$ cat src/rtl/fetch_unit_if.sv
// Instruction-memory bus between the fetch unit (master) and instruction memory (slave).
interface fetch_unit_if;
  logic        mem_req;
  logic [31:0] mem_addr;
  logic [31:0] mem_rdata;
  logic        mem_ack;

  modport master (output mem_req, output mem_addr, input mem_rdata, input mem_ack);
  modport slave  (input mem_req, input mem_addr, output mem_rdata, output mem_ack);
endinterface

$ cat src/rtl/fetch_unit.sv
// Instruction fetch FSM: requests a word, presents it for one EXEC cycle, then follows nPc.
// Latency: ack wait cycles + 1 to instr_valid; no ack within TIMEOUT cycles is a sticky fault.
module fetch_unit #(
  parameter logic [31:0] RESET_PC = 32'h00000000,
  parameter int          TIMEOUT  = 255
) (
  input  logic              clk,
  input  logic              reset,
  fetch_unit_if.master      mem,
  input  logic [31:0]       nPc,
  input  logic              halt,
  output logic [31:0]       instruction,
  output logic              instr_valid,
  output logic [31:0]       pc_out,
  output logic              fault,
  output logic [1:0]        fault_cause
);

  localparam int CW = ($clog2(TIMEOUT + 1) > 8) ? $clog2(TIMEOUT + 1) : 8;
  localparam logic [CW-1:0] CNT_MAX = '1;
  localparam logic [CW-1:0] TO      = CW'(TIMEOUT);
  localparam logic [31:0]   NOP     = 32'h00000013;

  typedef enum logic [1:0] {FETCH, EXEC, HALTED, FAULT} state_t;

  state_t        state, state_nxt;
  logic [31:0]   pc, pc_nxt;
  logic [31:0]   instr_nxt;
  logic [CW-1:0] wcnt, wcnt_nxt, wcnt_inc;
  logic [1:0]    cause_nxt;

  // Saturating increment so a huge TIMEOUT can never be skipped by wrap-around.
  assign wcnt_inc = (wcnt == CNT_MAX) ? wcnt : wcnt + 1'b1;

  always_comb begin
    state_nxt = state;
    pc_nxt    = pc;
    instr_nxt = instruction;
    wcnt_nxt  = wcnt;
    cause_nxt = fault_cause;
    case (state)
      FETCH: begin
        if (mem.mem_ack) begin
          instr_nxt = mem.mem_rdata;
          wcnt_nxt  = '0;
          state_nxt = EXEC;
        end else begin
          wcnt_nxt = wcnt_inc;
          if (wcnt_inc >= TO) begin
            state_nxt = FAULT;
            cause_nxt = 2'b10;
          end
        end
      end
      EXEC: begin
        // Halt wins over a misaligned target; both leave pc on the presented instruction.
        if (halt) begin
          state_nxt = HALTED;
        end else if (nPc[1:0] != 2'b00) begin
          state_nxt = FAULT;
          cause_nxt = 2'b01;
        end else begin
          pc_nxt    = nPc;
          wcnt_nxt  = '0;
          state_nxt = FETCH;
        end
      end
      default: ;
    endcase
  end

  always_ff @(posedge clk) begin
    if (reset) begin
      state       <= FETCH;
      pc          <= RESET_PC;
      instruction <= NOP;
      wcnt        <= '0;
      fault_cause <= 2'b00;
    end else begin
      state       <= state_nxt;
      pc          <= pc_nxt;
      instruction <= instr_nxt;
      wcnt        <= wcnt_nxt;
      fault_cause <= cause_nxt;
    end
  end

  // Strobes are masked during the reset cycle so nothing is requested or committed.
  assign mem.mem_req  = (state == FETCH) && !reset;
  assign mem.mem_addr = {pc[31:2], 2'b00};
  assign instr_valid  = (state == EXEC) && !reset;
  assign pc_out       = pc;
  assign fault        = (state == FAULT);

endmodule

$ cat src/flat_wrapper.sv
// flat-port wrapper written by rule: the top's interface ports become plain ports
module fetch_unit_flat 
#(
  parameter logic [31:0] RESET_PC = 32'h00000000,
  parameter int          TIMEOUT  = 255
)
  (clk, reset, nPc, halt, instruction, instr_valid, pc_out, fault, fault_cause, mem_mem_req, mem_mem_addr, mem_mem_rdata, mem_mem_ack);
  fetch_unit_if mem_i ();
  input  logic clk;
  input  logic reset;
  input  logic [31:0] nPc;
  input  logic halt;
  output logic [31:0] instruction;
  output logic instr_valid;
  output logic [31:0] pc_out;
  output logic fault;
  output logic [1:0] fault_cause;
  output wire logic [$bits(mem_i.mem_req)-1:0] mem_mem_req;
  output wire logic [$bits(mem_i.mem_addr)-1:0] mem_mem_addr;
  input wire logic [$bits(mem_i.mem_rdata)-1:0] mem_mem_rdata;
  input wire logic [$bits(mem_i.mem_ack)-1:0] mem_mem_ack;
  assign mem_mem_req = mem_i.mem_req;
  assign mem_mem_addr = mem_i.mem_addr;
  assign mem_i.mem_rdata = mem_mem_rdata;
  assign mem_i.mem_ack = mem_mem_ack;
  fetch_unit #(.RESET_PC(RESET_PC), .TIMEOUT(TIMEOUT)) u_core (.clk(clk), .reset(reset), .mem(mem_i), .nPc(nPc), .halt(halt), .instruction(instruction), .instr_valid(instr_valid), .pc_out(pc_out), .fault(fault), .fault_cause(fault_cause));
endmodule
$ cat config.mk
export PLATFORM = sky130hd
export DESIGN_NAME = fetch_unit_flat
export DESIGN_NICKNAME = d
export VERILOG_FILES = /design/src/rtl/fetch_unit_if.sv /design/src/rtl/fetch_unit.sv /design/src/flat_wrapper.sv
export SDC_FILE = /design/constraint.sdc
export NUM_CORES = 1
export LEC_CHECK = 0
export BUFFER_PORTS_ARGS = -buffer_cell sky130_fd_sc_hd__buf_2
export CORE_MARGIN = 1
export CORE_UTILIZATION = 45
export CTS_CLUSTER_SIZE = 20
export DETAILED_ROUTE_END_ITERATION = 10
export GPL_TIMING_DRIVEN = 0
export PLACE_DENSITY = 0.77
export SKIP_LAST_GASP = 1
export SYNTH_ARGS = -nofsm -noshare
export SYNTH_HDL_FRONTEND = slang
export SYNTH_SLANG_ARGS = --single-unit
$ cat constraint.sdc
create_clock -name clk -period 5.9 [get_ports clk]
set_clock_uncertainty 0.2 [all_clocks]
set_input_delay 0.885 -clock clk [delete_from_list [all_inputs] [get_ports clk]]
set_output_delay 0.885 -clock clk [all_outputs]
set_load 0.005 [all_outputs]
### After elaboration in Yosys (flattened, before gate mapping)

Cells that the tools add are included.

* register bits after elaboration: 76
* input bits: 68

* $add $sub $neg: 1
* magnitude comparators: 1
* eq/ne operators: 9
* multiplexer cells: 15
* bitwise logic cells: 2
* reductions and logical operators: 11

Operators with widths (count)
* two-way mux 8 bit: 4
* two-way mux 2 bit: 8
* one-hot mux 8 bit (2 select lines): 1
* adder 8 x 1 -> 8 bit (second input constant): 1
* == test 8 bit (second input constant): 1
* greater-or-equal comparator 8 bit (second input constant): 1
* one-hot mux 2 bit (2 select lines): 2
* != test 2 bit (second input constant): 3
* AND reduction 3 bit: 2
* AND reduction 5 bit: 1
* != test 2 x 1 -> 1 bit (second input constant): 2
* AND reduction 2 bit: 2
* nonzero test 2 bit: 2
* != test 3 x 2 -> 1 bit (second input constant): 1
* == test 2 x 1 -> 1 bit (second input constant): 1
* == test 2 bit (second input constant): 1
* logical AND 1 bit: 2
* zero test 2 bit: 1
* inverter 1 bit: 2
* zero test 1 bit: 1

### Longest topological paths before layout

* word-level depth: 6
* mapped depth: 7
* depth with buffers taken out: 5

### Worst setup path before layout

No wires, ideal clock.

* path kind: input port to output port
* start point: in reset
* end point: out instr_valid
* arrival: 1.504 ns
* path slack: 3.311 ns
* cell stages on the path: 3
* path through: clkbuf_1 > clkbuf_1 > nor2_1

* cells in the longest elaborated chain, start to end: 2

Ends and longest elaborated chain
* start, declared: RTL line flat_wrapper.sv:10 `input logic reset;`
* zero test 1 bit: RTL line fetch_unit.sv:91 `assign instr_valid = (state == EXEC) && !reset;`
* logical AND 1 bit: RTL line fetch_unit.sv:91
* end, declared: RTL line flat_wrapper.sv:14 `output logic instr_valid;`

No other way between the ends.

### Worst setup path after layout

Same ends and word-level chain as after synthesis.

==> summary.txt <==
Die
  • Row count: 30
  • Initial Util: 47.1%
  • Die Area: 7480 µm²
  • CORE AREA: 6830 µm²
  • Die Width: 86.5 µm
  • Die height: 86.5 µm
  • IO Count: 169

Clock network
  • CTS Buf Count: 9
  • CTS sink cnt: 76
  • Clock Tree Root: clkbuf_8
  • H-tree levels: 3
  • CTS tree: done
  • Worst-Skew Late Latency: 340 ps
  • Setup bufs post-CTS: 0
  • Post-cts gate resize count: 0
  • Reg clk slew, reported paths: 70 ps
  • Longest Clk Path Bufs: 2
  • Hold buffer count at CTS: 0

Power and ir drop
  • Clock Power Share: 41.2%
  • Flop pwr share: 47.0%
  • NetSw: 272 µW
  • Combinational power share: 11.8%
  • Switch share: 23.5%
  • Internal Power: 888 µW
  • Power per cell area: 263 nW/µm²
  • Max VDD drop: 0.000148 V
  • Final Power: 1.16 mW
  • Static Leak: 2.13 nW

Synth
  • Mean Syn Cell Area: 7.86 µm²
  • Synth Cell Area: 3210 µm²
  • #FFs+latches synth: 76
  • Yosys cell types: 44
  • Seq/Total Area, Yosys: 47.3%
  • Post-synth ARST share: 0%
  • Synth warn: 0
  • Post-synth EDFFs: 0
  • Synth Instances: 409
  • Top FF cell, synth: dfxtp_1

Worst setup path
  • Critical path data required time: 4820 ps
  • Critical Path End Type: output pin
  • Setup CP Type: in2out
  • R2R Setup Slk: 3610 ps
  • CP Launch Type: input pin
  • Worst r2r src: u_core.wcnt[0]$_SDFFE_PP0P_
  • Worst R2R End: u_core.fault_cause[0]$_SDFFE_PP0P_
  • Critical path origin: reset
  • Critical path fanouts, max: 10
  • R2R depth: 5
  • WP data arrival: 2040 ps

Place
  • HPWL Detailed: 6390 µm
  • I/O Buffers: 166
  • Gp weighted congestion: 0.884

Final layout
  • Area Overhead vs Synth: 37.4%
  • Antenna cell count: 0
  • Share of cells above drive strength 1: 38.3%
  • Fin nets: 656
  • Commonest non-fill, non-tap cell in the layout: buf_2
  • Most frequent cells in the layout: 171 x buf_2, 130 x nand2_1, 76 x dfxtp_1
  • Fillers: 640
  • Fin util: 64.7%

Timing
  • Fin. max-slew vios: 0
  • Max_slew headroom: 58.4%
  • Final setup viols: 0
  • RSZ-0062 raised after global routing: false
  • Fin crit share: 53.0%
  • Aggregate negative setup slack: 0 ps
  • Period minus WS final: 3130 ps
  • Fmax: 320 MHz
  • Final Hold Vio Count: 0
  • Worst-Margin Slew: 621 ps

Global route
  • Initial antenna violation count: 0
  • Largest net degree at the start of global routing: 14
  • GRT Total Usage: 21.9%
  • GRT overflow: 0
  • First-pass GRT wire length: 12800 µm
  • Vias in the first global route: 2931

Outcome
  • Status: finished clean

Route
  • Pre-Repair DR Iteration Count: 4
  • DRC Markers: 0
  • DR vias: 3303
  • Initial DRC Count: 125
  • ANT nets after route: 0
  • Avg Vias per Cell: 4.80
  • WL per Instance: 12.0 µm
  • Final WL: 8290 µm

Min path
  • Min-delay src: u_core.pc_out[0]$_SDFFE_PP0P_
  • Hold path depth: 2
  • Hold path endpoint: u_core.pc_out[0]$_SDFFE_PP0P_
  • HP Class: reg2reg

Run
  • Max-cap violation count: 0
## kinds of logic (layout without fill, tap and decap cells)
group           Yosys count  count (layout)  synth area share [%]
simple gates            172             172                  23.6
other cells               1               2                 0.117
fa+ha+maj                 1               1                 0.389
buf+inv                  61             243                  11.1
flops                    76              76                  47.3
compound gates           98              98                  17.6
## worst max-delay path by stage
stage / endpoint / cells after the start
final: instr_valid / 5
after global routing: instr_valid / 5
after CTS: instr_valid / 5
after detailed placement: instr_valid / 5
after global placement: instr_valid / 5
after floorplan: instr_valid / 3
## worst max-delay path, stage by stage
cell and delay, ps:
buf_2 120, clkbuf_1 430, clkbuf_1 380, nor2_1 90, buf_2 140
## per-stage QoR
step	cells	setup slack (ps)	instance area, µm²	hold WS, ps
finish	688	2770	4420	226
global route	688	2640	4420	257
CTS	688	2740	4420	229
detailed placement	672	2750	4170	217
global placement	672	2730	4170	214
floorplan	410	3310	3220	225
## synthesized netlist by cell type, drive strengths merged, types with 2 or more instances
library cell,n,area share [%]
buf,37,8.3
o21bai,2,0.47
clkbuf,21,2.5
or3,3,0.58
o31ai,2,0.47
and3,3,0.62
nand3,5,0.78
nor2b,2,0.39
nand2b,3,0.66
a211oi,7,1.6
a31oi,2,0.39
inv,3,0.35
nand4,2,0.86
nand2,130,15
and2,5,0.97
a31o,2,0.55
nor2,7,0.82
a21boi,2,0.47
nor3,4,0.78
nand3b,4,0.93
a21oi,64,10
dfxtp,76,47
o21ai,8,1.2
## power by group through the flow
stage | Combinational [mW] | Clock, mW | Sequential (mW)
after CTS | 0.138 | 0.490 | 0.545
after global placement | 0.135 | 0 | 0.556
final | 0.137 | 0.478 | 0.545
after detailed placement | 0.137 | 0 | 0.557
after floorplan | 0.0705 | 0 | 0.558
after global routing | 0.153 | 0.516 | 0.548
## layout make-up
type                       count  area (µm²)  area share, %
buffer                        58         344           7.79
clock inverter                 6         111           2.52
clock buffer                  10         138           3.12
tap                           96         120           2.72
multi-input combinational    273        1340           30.4
inverter                       3        11.3          0.255
sequential                    76        1520           34.4
timing repair buffer         166         831           18.8
## layer usage
layer,up-vias,global-route usage [%],share of wire (%)
li1,1686,-,-
met1,1463,24.6,41
met2,145,38.8,49
met3,9,7.05,8.6
met4,0,8.03,1.2
met5,-,0,0
## state kept, by name (all words and copies together) (netlist names)
name / flops
u_core.instruction: 32
u_core.pc_out: 32
u_core.state: 2
u_core.fault_cause: 2
u_core.wcnt: 8
(Power assumes the default switching activity.)
